<file path="config.mk">
export PLATFORM = sky130hd
export DESIGN_NAME = pipe_collision_score
export DESIGN_NICKNAME = d
export VERILOG_FILES = /design/src/rtl/pipe_collision_score.sv
export SDC_FILE = /design/constraint.sdc
export NUM_CORES = 1
export LEC_CHECK = 0
export CORE_ASPECT_RATIO = 0.5
export CORE_MARGIN = 1
export CORE_UTILIZATION = 38
export CTS_CLUSTER_DIAMETER = 150
export DETAILED_ROUTE_END_ITERATION = 6
export SETUP_SLACK_MARGIN = 0.1
export SLEW_MARGIN = 20
export SYNTH_ARGS = -nofsm -noshare
export SYNTH_HDL_FRONTEND = slang
export SYNTH_SLANG_ARGS = --single-unit
</file>
<file path="constraint.sdc">
create_clock -name Clk -period 5.1 [get_ports Clk]
set_clock_uncertainty 0.2 [all_clocks]
set_input_delay 0.765 -clock Clk [delete_from_list [all_inputs] [get_ports Clk]]
set_output_delay 0.765 -clock Clk [all_outputs]
set_load 0.01 [all_outputs]
</file>
<file path="src/rtl/pipe_collision_score.sv">
// pipe_collision_score: collision detection, debounced game-over and BCD scoring for the
// bird-and-pipes game. Optional session high score enabled by PIPE_SCORE_HIGH_SCORE_EN.
module pipe_collision_score #(
    parameter int unsigned BIRD_X     = 200,
    parameter int unsigned BIRD_SZ    = 20,
    parameter int unsigned PIPE_W     = 50,
    parameter int unsigned GAP_H      = 150,
    parameter int unsigned FLOOR_Y    = 460,
    parameter int unsigned HIT_CYCLES = 4
) (
    input  logic        Clk,
    input  logic        Reset,
    input  logic        Start,
    input  logic [9:0]  BirdPosY,
    input  logic [9:0]  PipePosXA,
    input  logic [9:0]  PipePosYA,
    input  logic [9:0]  PipePosXB,
    input  logic [9:0]  PipePosYB,
    output logic        Lost,
    output logic [11:0] Score,
    output logic        ScoreTick,
    output logic [11:0] HighScore
);

    localparam logic [10:0] BirdXW     = 11'(BIRD_X);
    localparam logic [10:0] BirdRightW = 11'(BIRD_X + BIRD_SZ);
    localparam logic [10:0] BirdSzW    = 11'(BIRD_SZ);
    localparam logic [10:0] PipeWW     = 11'(PIPE_W);
    localparam logic [10:0] GapHW      = 11'(GAP_H);
    localparam logic [10:0] FloorYW    = 11'(FLOOR_Y);
    localparam logic [3:0]  HitMax     = 4'(HIT_CYCLES);

    typedef enum logic [2:0] {
        StIdle = 3'b001,
        StPlay = 3'b010,
        StLost = 3'b100
    } state_e;

    state_e      state_q, state_d;
    logic [3:0]  cnt_q, cnt_d;
    logic [11:0] score_q, score_d;
    logic        tick_q;
    logic        ahead_qa, ahead_qb;

    logic [10:0] bird_y, bird_bot;
    logic        ahead_a, ahead_b, hit_a, hit_b, hit;
    logic        pass_a, pass_b, confirm;
    logic [11:0] score_p1, score_inc;

    // BCD +1 with per-digit carry, saturating at 999
    function automatic logic [11:0] bcd_inc(input logic [11:0] v);
        logic [11:0] r;
        r = v;
        if (v != 12'h999) begin
            if (v[3:0] == 4'd9) begin
                r[3:0] = 4'd0;
                if (v[7:4] == 4'd9) begin
                    r[7:4]  = 4'd0;
                    r[11:8] = v[11:8] + 4'd1;
                end else begin
                    r[7:4] = v[7:4] + 4'd1;
                end
            end else begin
                r[3:0] = v[3:0] + 4'd1;
            end
        end
        return r;
    endfunction

    // Geometry: 11-bit unsigned sums so an offscreen X of 1023 never wraps
    always_comb begin
        bird_y   = {1'b0, BirdPosY};
        bird_bot = bird_y + BirdSzW;
        ahead_a  = ({1'b0, PipePosXA} + PipeWW) > BirdXW;
        ahead_b  = ({1'b0, PipePosXB} + PipeWW) > BirdXW;
        hit_a    = ahead_a && ({1'b0, PipePosXA} < BirdRightW) &&
                   ((bird_y < {1'b0, PipePosYA}) || (bird_bot > ({1'b0, PipePosYA} + GapHW)));
        hit_b    = ahead_b && ({1'b0, PipePosXB} < BirdRightW) &&
                   ((bird_y < {1'b0, PipePosYB}) || (bird_bot > ({1'b0, PipePosYB} + GapHW)));
        hit      = hit_a || hit_b || (bird_bot > FloorYW);
        // Only a 1->0 fall of Ahead scores; a reload to large X rises and is ignored
        pass_a    = ahead_qa && !ahead_a;
        pass_b    = ahead_qb && !ahead_b;
        score_p1  = pass_a ? bcd_inc(score_q) : score_q;
        score_inc = pass_b ? bcd_inc(score_p1) : score_p1;
        confirm   = hit && ((cnt_q + 4'd1) >= HitMax);
    end

    // Next state, hit counter and score
    always_comb begin
        state_d = state_q;
        cnt_d   = 4'd0;
        score_d = score_q;
        unique case (state_q)
            StIdle: begin
                score_d = 12'h000;
                if (Start) state_d = StPlay;
            end
            StPlay: begin
                if (!Start) begin
                    state_d = StIdle;
                    score_d = 12'h000;
                end else begin
                    if (hit) cnt_d = confirm ? HitMax : cnt_q + 4'd1;
                    if (confirm) state_d = StLost;
                    else         score_d = score_inc;
                end
            end
            StLost: begin
                if (!Start) begin
                    state_d = StIdle;
                    score_d = 12'h000;
                end
            end
            default: begin
                state_d = StIdle;
                score_d = 12'h000;
            end
        endcase
    end

    // State, counter, score, tick and pass-tracking registers
    always_ff @(posedge Clk or negedge Reset) begin
        if (!Reset) begin
            state_q  <= StIdle;
            cnt_q    <= 4'd0;
            score_q  <= 12'h000;
            tick_q   <= 1'b0;
            ahead_qa <= 1'b1;
            ahead_qb <= 1'b1;
        end else begin
            state_q  <= state_d;
            cnt_q    <= cnt_d;
            score_q  <= score_d;
            tick_q   <= (score_d != score_q);
            ahead_qa <= ahead_a;
            ahead_qb <= ahead_b;
        end
    end

`ifdef PIPE_SCORE_HIGH_SCORE_EN
    logic        enter_lost;
    logic [11:0] high_q;

    assign enter_lost = (state_q == StPlay) && Start && confirm;

    // Session best, captured on entry to LOST; valid BCD compares like binary
    always_ff @(posedge Clk or negedge Reset) begin
        if (!Reset) begin
            high_q <= 12'h000;
        end else if (enter_lost && (score_q > high_q)) begin
            high_q <= score_q;
        end
    end

    assign HighScore = high_q;
`else
    assign HighScore = 12'h000;
`endif

    assign Lost      = (state_q == StLost);
    assign Score     = score_q;
    assign ScoreTick = tick_q;

endmodule
</file>
**Yosys cells after proc, flatten, opt, wreduce, memory -nomap -nowiden**

Cells that the tools add are included.

- Input bits: 53
- Word-level logic and storage cells: 80
- Flip-flop bits (word level): 22
- Output and inout port bits: 26

- Add/subtract/negate cells: 12
- Eq/ne operators: 13
- Reductions and logical operators: 14
- Mux-type cells: 25
- Magnitude comparators: 10

Operators with widths:

| kind | number |
|---|---|
| $mux W12 | 7 |
| $mux W4 | 10 |
| $add A4 B1 Y4 const B | 7 |
| $ne A12 B12 Y1 const B | 2 |
| $pmux W12 S2 | 1 |
| $add A10 B6 Y11 const B | 2 |
| $add A10 B8 Y11 const B | 2 |
| $gt A11 B11 Y1 | 2 |
| $gt A11 B8 Y1 const B | 2 |
| $lt A10 B10 Y1 | 2 |
| $lt A10 B8 Y1 const B | 2 |
| $eq A4 B4 Y1 const B | 4 |
| $mux W8 | 2 |
| $mux W3 | 4 |
| $ne A12 B12 Y1 | 1 |
| $add A10 B5 Y11 const B | 1 |
| $gt A11 B9 Y1 const B | 1 |
| $pmux W3 S3 | 1 |
| $logic_and A1 B1 Y1 | 7 |
| $ge A4 B3 Y1 const B | 1 |
| $logic_or A1 B1 Y1 | 4 |
| $ne A2 B2 Y1 const B | 2 |
| $eq A3 B1 Y1 const B | 1 |
| $eq A3 B2 Y1 const B | 1 |
| 4 further kinds | 5 |

**Logic depth before layout (Yosys ltp)**

Gate-level depths: netlist (run 1).

- Depth in word-level cells: 14
- Gate-level depth with buffers: 18
- Gate-level depth less buffers: 17

**Worst setup path before layout (run 1)**

OpenSTA, ideal clock, no wires.

- Kind: input port to flip-flop
- From: in PipePosXA[1]
- To: reg tick_q, in the netlist ScoreTick
- Setup time: 0.138 ns
- Slack: 0.573 ns
- Path buffers: 1
- Cell stages on the path: 17
- Arrival: 4.190 ns
- Required time: 4.762 ns
- Cells stage by stage: ha_1 -> a211o_1 -> a21o_2 -> and3_1 -> buf_2 -> a21oi_1 -> nand2_1 -> o21ai_1 -> ha_1 -> nand2_1 -> mux2i_1 -> nand3_1 -> nor4b_2 -> xnor2_1 -> a21boi_0 -> o41ai_1 -> nand4_1

- Longest elaborated chain between the ends: 14

Ends and longest elaborated chain:

| element | line | RTL |
|---|---|---|
| from (decl) | 15 | `input logic [9:0] PipePosXA,` |
| $add A10 B6 Y11 | 74 | `ahead_a = ({1'b0, PipePosXA} + PipeWW) > BirdXW;` |
| $gt A11 B8 Y1 | 74 |  |
| $logic_not A1 Y1 | 82 | `pass_a = ahead_qa && !ahead_a;` |
| $logic_and A1 B1 Y1 | 82 |  |
| $mux W12 | 84 | `score_p1 = pass_a ? bcd_inc(score_q) : score_q;` |
| $add A4 B1 Y4 (tied with other cells) | 61 | `r[7:4] = v[7:4] + 4'd1;` |
| $mux W4 | 57 | `if (v[7:4] == 4'd9) begin` |
| $mux W8 | 55 | `if (v[3:0] == 4'd9) begin` |
| $mux W12 | 54 | `if (v != 12'h999) begin` |
| $mux W12 | 85 | `score_inc = pass_b ? bcd_inc(score_p1) : score_p1;` |
| $mux W12 * | 105 | `if (confirm) state_d = StLost;` |
| $mux W12 * | 100 | `if (!Start) begin` |
| $pmux W12 S2 * | 94 | `unique case (state_q)` |
| $ne A12 B12 Y1 * | 135 | `tick_q <= (score_d != score_q);` |
| to (signal assigned) | 135 |  |
| to (decl) | 42 | `logic tick_q;` |

Every way passes the cells marked *; elsewhere a longest branch is shown, timed or not.
A chain may end at the register's enable or synchronous reset.

**Final worst setup path (run 1)**

- From: in PipePosXA[2]
- To: reg tick_q, in the netlist ScoreTick

Same word-level chain as after synthesis.

==> impl_metrics.py, run 1 <==
metrics = {
    "drt": {
        "wire_per_inst_um": 14.94,
        "drc": 0,
        "ant_nets": 0,
        "drt_iter0_markers": 223,
        "drt_wl_total_um": 11300,
        "firstDrtPassIters": 4,
        "via_count": 4192,
        "via_per_inst": 5.545,
    },
    "job": {
        "max-cap-violations": 0,
    },
    "worst_hold_path": {
        "hold_class": "input port to asynchronous set/reset pin",
    },
    "timing": {
        "slew_headroom": 0.6358,
        "rsz0062_at_grt": "no",
        "min_period_ns": 4.765,
        "fmax_mhz": 209.9,
        "slew_viol_final": 0,
        "setup-violations-final": 0,
        "fin_setup_tns_ns": 0,
        "setup_slack_ns": 0.3351,
        "worstMarginPinSlew_ns": 0.5417,
        "hold_viol": 0,
        "fin_crit_sh": 0.9343,
    },
    "critical_path": {
        "crit_type": "input port to register",
        "required_ns": 5.03,
        "arrival_ns": 4.69,
        "critPathLaunch": "PipePosXA[2]",
        "worstPathMaxFanout": 4,
        "cp-end-kind": "register",
        "r2r-start": "Score[1]",
        "start_kind": "input port",
    },
    "floorplan": {
        "fp.dieH_um": 75.70,
        "die_area_sq_um": 11310,
        "pin_count": 79,
        "core_area_sq_um": 10380,
        "row_count": 26,
        "die_w_um": 149.4,
        "start_util": 0.3978,
    },
    "clocking": {
        "cts_tree": "built",
        "clockBufferDepth": 2,
        "clk_pin_slew_worst_paths_ns": 0.06,
        "cts_sinks": 22,
        "clockRootBuffer": "clkbuf_16",
        "cts-buffers-inserted": 3,
        "insertion_delay_ns": 0.26,
        "h-tree-depth": 1,
    },
    "place": {
        "numPortBuffers": 66,
        "post-place-ws_ns": 0.04521,
        "place_hpwl_um": 9465,
        "gp_congestion": 0.8715,
        "place_inst": 747,
        "placed_cell_area_sq_um": 5147,
    },
    "logic_synthesis": {
        "ys_ff_latch": 22,
        "synthCells": 513,
        "synthFlopType": "dfrtp_1",
        "netlist_area_sq_um": 4128,
        "synth-edff-count": 0,
        "syn_avg_cell_area_sq_um": 8.046,
        "ys.warnings.count": 0,
        "ys_async_sr_fraction": 1.000,
        "synthDistinctLibCells": 86,
        "ys_seq_area_frac": 0.1343,
    },
    "power": {
        "p_total_uw": 675.4,
        "p_comb_frac": 0.473,
        "intPower_uw": 440.8,
        "switching_share": 0.3473,
        "power_frac_clock": 0.249,
        "powerDensity_nw_per_um2": 126.3,
        "ir_drop_v": 0.0001024,
        "p_leak_nw": 2.275,
        "power.switching_uw": 234.6,
        "power_frac_seq": 0.278,
    },
    "global_route": {
        "grt_pass1_vias": 3791,
        "grt_antenna_before_repair": 0,
        "overflow": 0,
        "grt_pass1_wl_um": 18250,
        "grt_max_degree": 23,
        "grt_usage": 0.2002,
    },
    "run_status": {
        "status": "completed",
    },
    "finish": {
        "drive_gt1_frac": 0.1591,
        "num_antenna_cells": 0,
        "fill_cells": 1025,
        "finalNonFillerCells": 756,
        "final_common_cell": "clkdlybuf4s50_1",
        "final_cell_mix": "clkdlybuf4s50_1 (65), ha_1 (58), buf_4 (39)",
        "final_nets": 729,
        "fin_area_sq_um": 5348,
        "syn_to_final_growth_pct": 29.55,
    },
}
==> power groups by stage <==
stage | clock network, mW | registers (mW) | logic, mW
after floorplan | 0 | 0.190 | 0.194
after global placement | 0 | 0.191 | 0.306
after detailed placement | 0 | 0.191 | 0.309
after CTS | 0.172 | 0.188 | 0.311
after global routing | 0.180 | 0.189 | 0.355
final | 0.168 | 0.188 | 0.320
==> path summary, 6_finish.rpt <==
path                                    to  slack [ns]  depth (start not counted)
worst max-delay path             ScoreTick        0.34                         20
worst min-delay path            state_q[1]        0.27                          1
worst max register to register   ScoreTick        1.00                         15
worst min register to register    cnt_q[0]        0.27                          1
max in group asynchronous         ahead_qb        4.07                          1
min in group Clk                  cnt_q[0]        0.27                          1
==> cell families (layout without fill, tap and decap cells) <==
| logic type | count (synthesis) | in the layout | share of synthesized area |
|---|---|---|---|
| AOI/OAI and AO/OA | 170 | 170 | 0.3134 |
| and+or+nand+nor | 162 | 162 | 0.2131 |
| adders and majority gates | 59 | 59 | 0.1788 |
| buffers and inverters | 56 | 147 | 0.06275 |
| xor gates and xnor gates | 31 | 31 | 0.06578 |
| DFF | 22 | 22 | 0.1343 |
| muxes | 12 | 12 | 0.03092 |
| other | 1 | 13 | 0.0009085 |
==> metrics by stage <==
step / hold slack [ns] / util
final: 0.2665 / 0.5153
after global routing: 0.2936 / 0.5153
after CTS: 0.2723 / 0.5036
after detailed placement: 0.2646 / 0.4960
after global placement: 0.2661 / 0.4960
after floorplan: 0.2382 / -
==> cell type report <==
type                            instances  area, sq um  area share
Multi-Input combinational cell        447         3448      0.6448
Tap cell                              140        175.2     0.03276
Clock buffer                            4        78.83     0.01474
Sequential cell                        22        554.3      0.1037
Timing Repair Buffer                  105        948.4      0.1774
Inverter                               38        142.6     0.02667
==> registers in the layout, summed over array words and instances (netlist names) <==
signal	count
Score	12
ahead_qa	1
state_q	3
cnt_q	4
ScoreTick	1
ahead_qb	1
==> Yosys cell counts, types with 4 or more instances <==
library cell	count	area share
ha_1	59	0.18
inv_1	38	0.035
nand2_1	36	0.033
a21oi_1	32	0.039
nor2_1	26	0.024
o21ai_0	24	0.029
xnor2_1	22	0.047
nand3_1	20	0.024
dfrtp_1	19	0.12
nor3_1	15	0.018
buf_4	12	0.022
nand2b_1	11	0.017
o211ai_1	11	0.020
o21a_1	11	0.020
mux2i_1	9	0.022
nor2b_1	9	0.014
xor2_1	9	0.019
a21o_1	7	0.013
a31oi_1	7	0.011
o22ai_1	7	0.011
nand4_1	6	0.0091
a211o_1	5	0.011
a211oi_1	5	0.0091
and3b_1	4	0.0085
nand3b_1	4	0.0073
nor3b_1	4	0.0073
o21ai_1	4	0.0049
o221ai_1	4	0.0085
==> routing by layer <==
metal,GRT usage,vias up,routed length (um)
li1,-,2121,-
met1,0.2885,1950,5598
met2,0.3410,115,5168
met3,0.01317,6,474
met4,0.02041,0,55
met5,0,-,0
==> timing repair <==
item	in CTS	in global routing
resized for setup	0	18
setup endpoints to repair	0	1
hold buffers	0	0
setup buffers	0	5
==> worst max-delay path, cell delays in order <==
cell,delay [ns]
clkdlybuf4s50_1,0.53
ha_2,0.28
or3b_1,0.36
a22oi_2,0.26
nand2_1,0.15
a21oi_2,0.19
nand2_1,0.12
o21ai_1,0.19
inv_1,0.06
ha_1,0.19
nand2b_1,0.09
mux2i_1,0.10
nand3_2,0.16
buf_4,0.13
a21oi_1,0.03
buf_4,0.14
mux2_2,0.29
o21a_1,0.19
o41ai_2,0.32
nand4_1,0.12
No activity file was read; power rests on OpenSTA's default activity.
==> run 2: changes to the inputs <==
REMOVE_ABC_BUFFERS = 1   (was default)
==> run 2 against run 1 <==
Compared with the run above: critical path depth down 3; critical path type unchanged; flip-flop and latch count unchanged; via count up 2.2%; sequential share of layout area down 0.17 points; clock power up 31%; cell area up 1.7%; core utilization up 0.87 points; combinational power up 2%; global-route usage down 0.15 points; die area unchanged.
==> impl_metrics.py, run 2 (synthesis gave the netlist of run 1 again) <==
metrics = {
    "floorplan": {
        "row_count": 26,
        "core_area_sq_um": 10380,
        "die_w_um": 149.4,
        "die_area_sq_um": 11310,
        "start_util": 0.3978,
        "fp.dieH_um": 75.70,
        "pin_count": 79,
    },
    "timing": {
        "slew_viol_final": 0,
        "worstMarginPinSlew_ns": 0.5824,
        "fin_setup_tns_ns": 0,
        "hold_viol": 0,
        "min_period_ns": 4.721,
        "fin_crit_sh": 0.9257,
        "setup-violations-final": 0,
        "slew_headroom": 0.6084,
        "fmax_mhz": 211.8,
        "setup_slack_ns": 0.3788,
        "rsz0062_at_grt": "no",
    },
    "finish": {
        "fin_area_sq_um": 5438,
        "finalNonFillerCells": 770,
        "seq_area_sq_um": 554.3,
        "largest_register_ffs": 12,
        "drive_gt1_frac": 0.1714,
        "final_nets": 743,
        "num_antenna_cells": 0,
        "postLayoutCoreUtil": 0.5240,
        "fill_cells": 982,
        "multi_input_area_sq_um": 3405,
        "final_common_cell": "clkdlybuf4s50_1",
        "final_cell_mix": "clkdlybuf4s50_1 (64), ha_1 (59), buf_4 (53)",
        "syn_to_final_growth_pct": 31.74,
    },
    "worst_hold_path": {
        "hold_class": "input port to asynchronous set/reset pin",
    },
    "global_route": {
        "grt_antenna_before_repair": 0,
        "overflow": 0,
        "grt_max_degree": 23,
        "grt_pass1_vias": 3852,
        "grt_usage": 0.1987,
        "grt_pass1_wl_um": 18150,
    },
    "critical_path": {
        "worstPathMaxFanout": 4,
        "crit_path_cell_trace": "clkdlybuf4s50_1, ha_1, a211o_1, a21o_2, and3_1, a21oi_2, nand3_1, xnor2_1, ha_1, o221a_2, o2111ai_1, buf_4, a21oi_1, a31oi_2, o21a_1, o41ai_1, nand4_1",
        "path_common_cell": "ha_1",
        "arrival_ns": 4.65,
        "required_ns": 5.03,
        "crit_family": "compound AO/OA/AOI/OAI gates",
        "cpPeakStageDelay_ns": 0.42,
        "cp-end-kind": "register",
        "crit_buf_inv": 2,
        "crit_type": "input port to register",
        "start_kind": "input port",
        "critPathSlowestCell": "clkdlybuf4s50_1",
    },
    "place": {
        "gp_congestion": 0.9368,
        "place_inst": 765,
        "placed_cell_area_sq_um": 5283,
        "place_hpwl_um": 9480,
        "post-place-ws_ns": 0.07281,
        "numPortBuffers": 66,
    },
    "drt": {
        "drc": 0,
        "via_count": 4286,
        "via_per_inst": 5.566,
        "drt_wl_total_um": 11370,
        "firstDrtPassIters": 5,
        "wire_per_inst_um": 14.77,
        "ant_nets": 0,
        "drt_iter0_markers": 273,
    },
    "clocking": {
        "insertion_delay_ns": 0.26,
        "h-tree-depth": 1,
        "cts-buffers-inserted": 3,
        "cts_tree": "built",
        "clockRootBuffer": "clkbuf_16",
        "clk_pin_slew_worst_paths_ns": 0.06,
        "cts_hold_buf": 0,
        "clockBufferDepth": 2,
        "cts_sinks": 22,
    },
    "power": {
        "powerDensity_nw_per_um2": 134.7,
        "ir_drop_v": 0.00009125,
        "p_leak_nw": 2.338,
    },
    "job": {
        "max-cap-violations": 0,
    },
    "run_status": {
        "status": "completed",
    },
}
[run 2: final cells by class]
cell class | count | share of cell area
flip-flops and latches | 22 | 0.1019
inverters | 38 | 0.02623
clock inverters | 1 | 0.005522
multi-input cells | 447 | 0.6261
well taps | 140 | 0.03221
clock buffers | 3 | 0.01381
repair buffers | 119 | 0.1942
[run 2: what timing repair did]
item	in CTS	in global routing
resized for setup	0	15
endpoints found under the setup margin	0	1
buffers inserted	0	1
[run 2: where the power goes]
group | switching, mW | leakage (nW) | total (mW) | internal [mW]
combinational | 0.165 | 1.99 | 0.325 | 0.160
clock | 0.0637 | 0.0511 | 0.220 | 0.156
sequential | 0.00619 | 0.293 | 0.188 | 0.182
[run 2: final timing paths]
check	start	endpoint	slack, ns	cells after the start
worst max-delay path	PipePosXA[1]	ScoreTick	0.38	17
worst min-delay path	Reset	Score[10]	0.26	1
worst max register to register	Score[1]	ScoreTick	1.01	15
worst min register to register	cnt_q[0]	cnt_q[0]	0.27	1
max in group asynchronous	Reset	ahead_qa	4.07	1
min in group Clk	cnt_q[0]	cnt_q[0]	0.27	1
[run 2: stage by stage]
| step | power [mW] | hold slack [ns] |
|---|---|---|
| finish | 0.7324 | 0.2643 |
| global route | 0.7840 | 0.2929 |
| CTS | 0.7336 | 0.2708 |
| detailed placement | 0.5109 | 0.2641 |
| global placement | 0.5074 | 0.2605 |
| floorplan | 0.3748 | 0.2382 |
[run 2: per-layer routing]
metal / GRT usage / wire [um] / vias up
met5: 0 / 0 / -
met4: 0.02381 / 104 / 0
met3: 0.01737 / 533 / 12
met2: 0.3467 / 5197 / 132
met1: 0.2769 / 5538 / 1984
li1: - / - / 2158
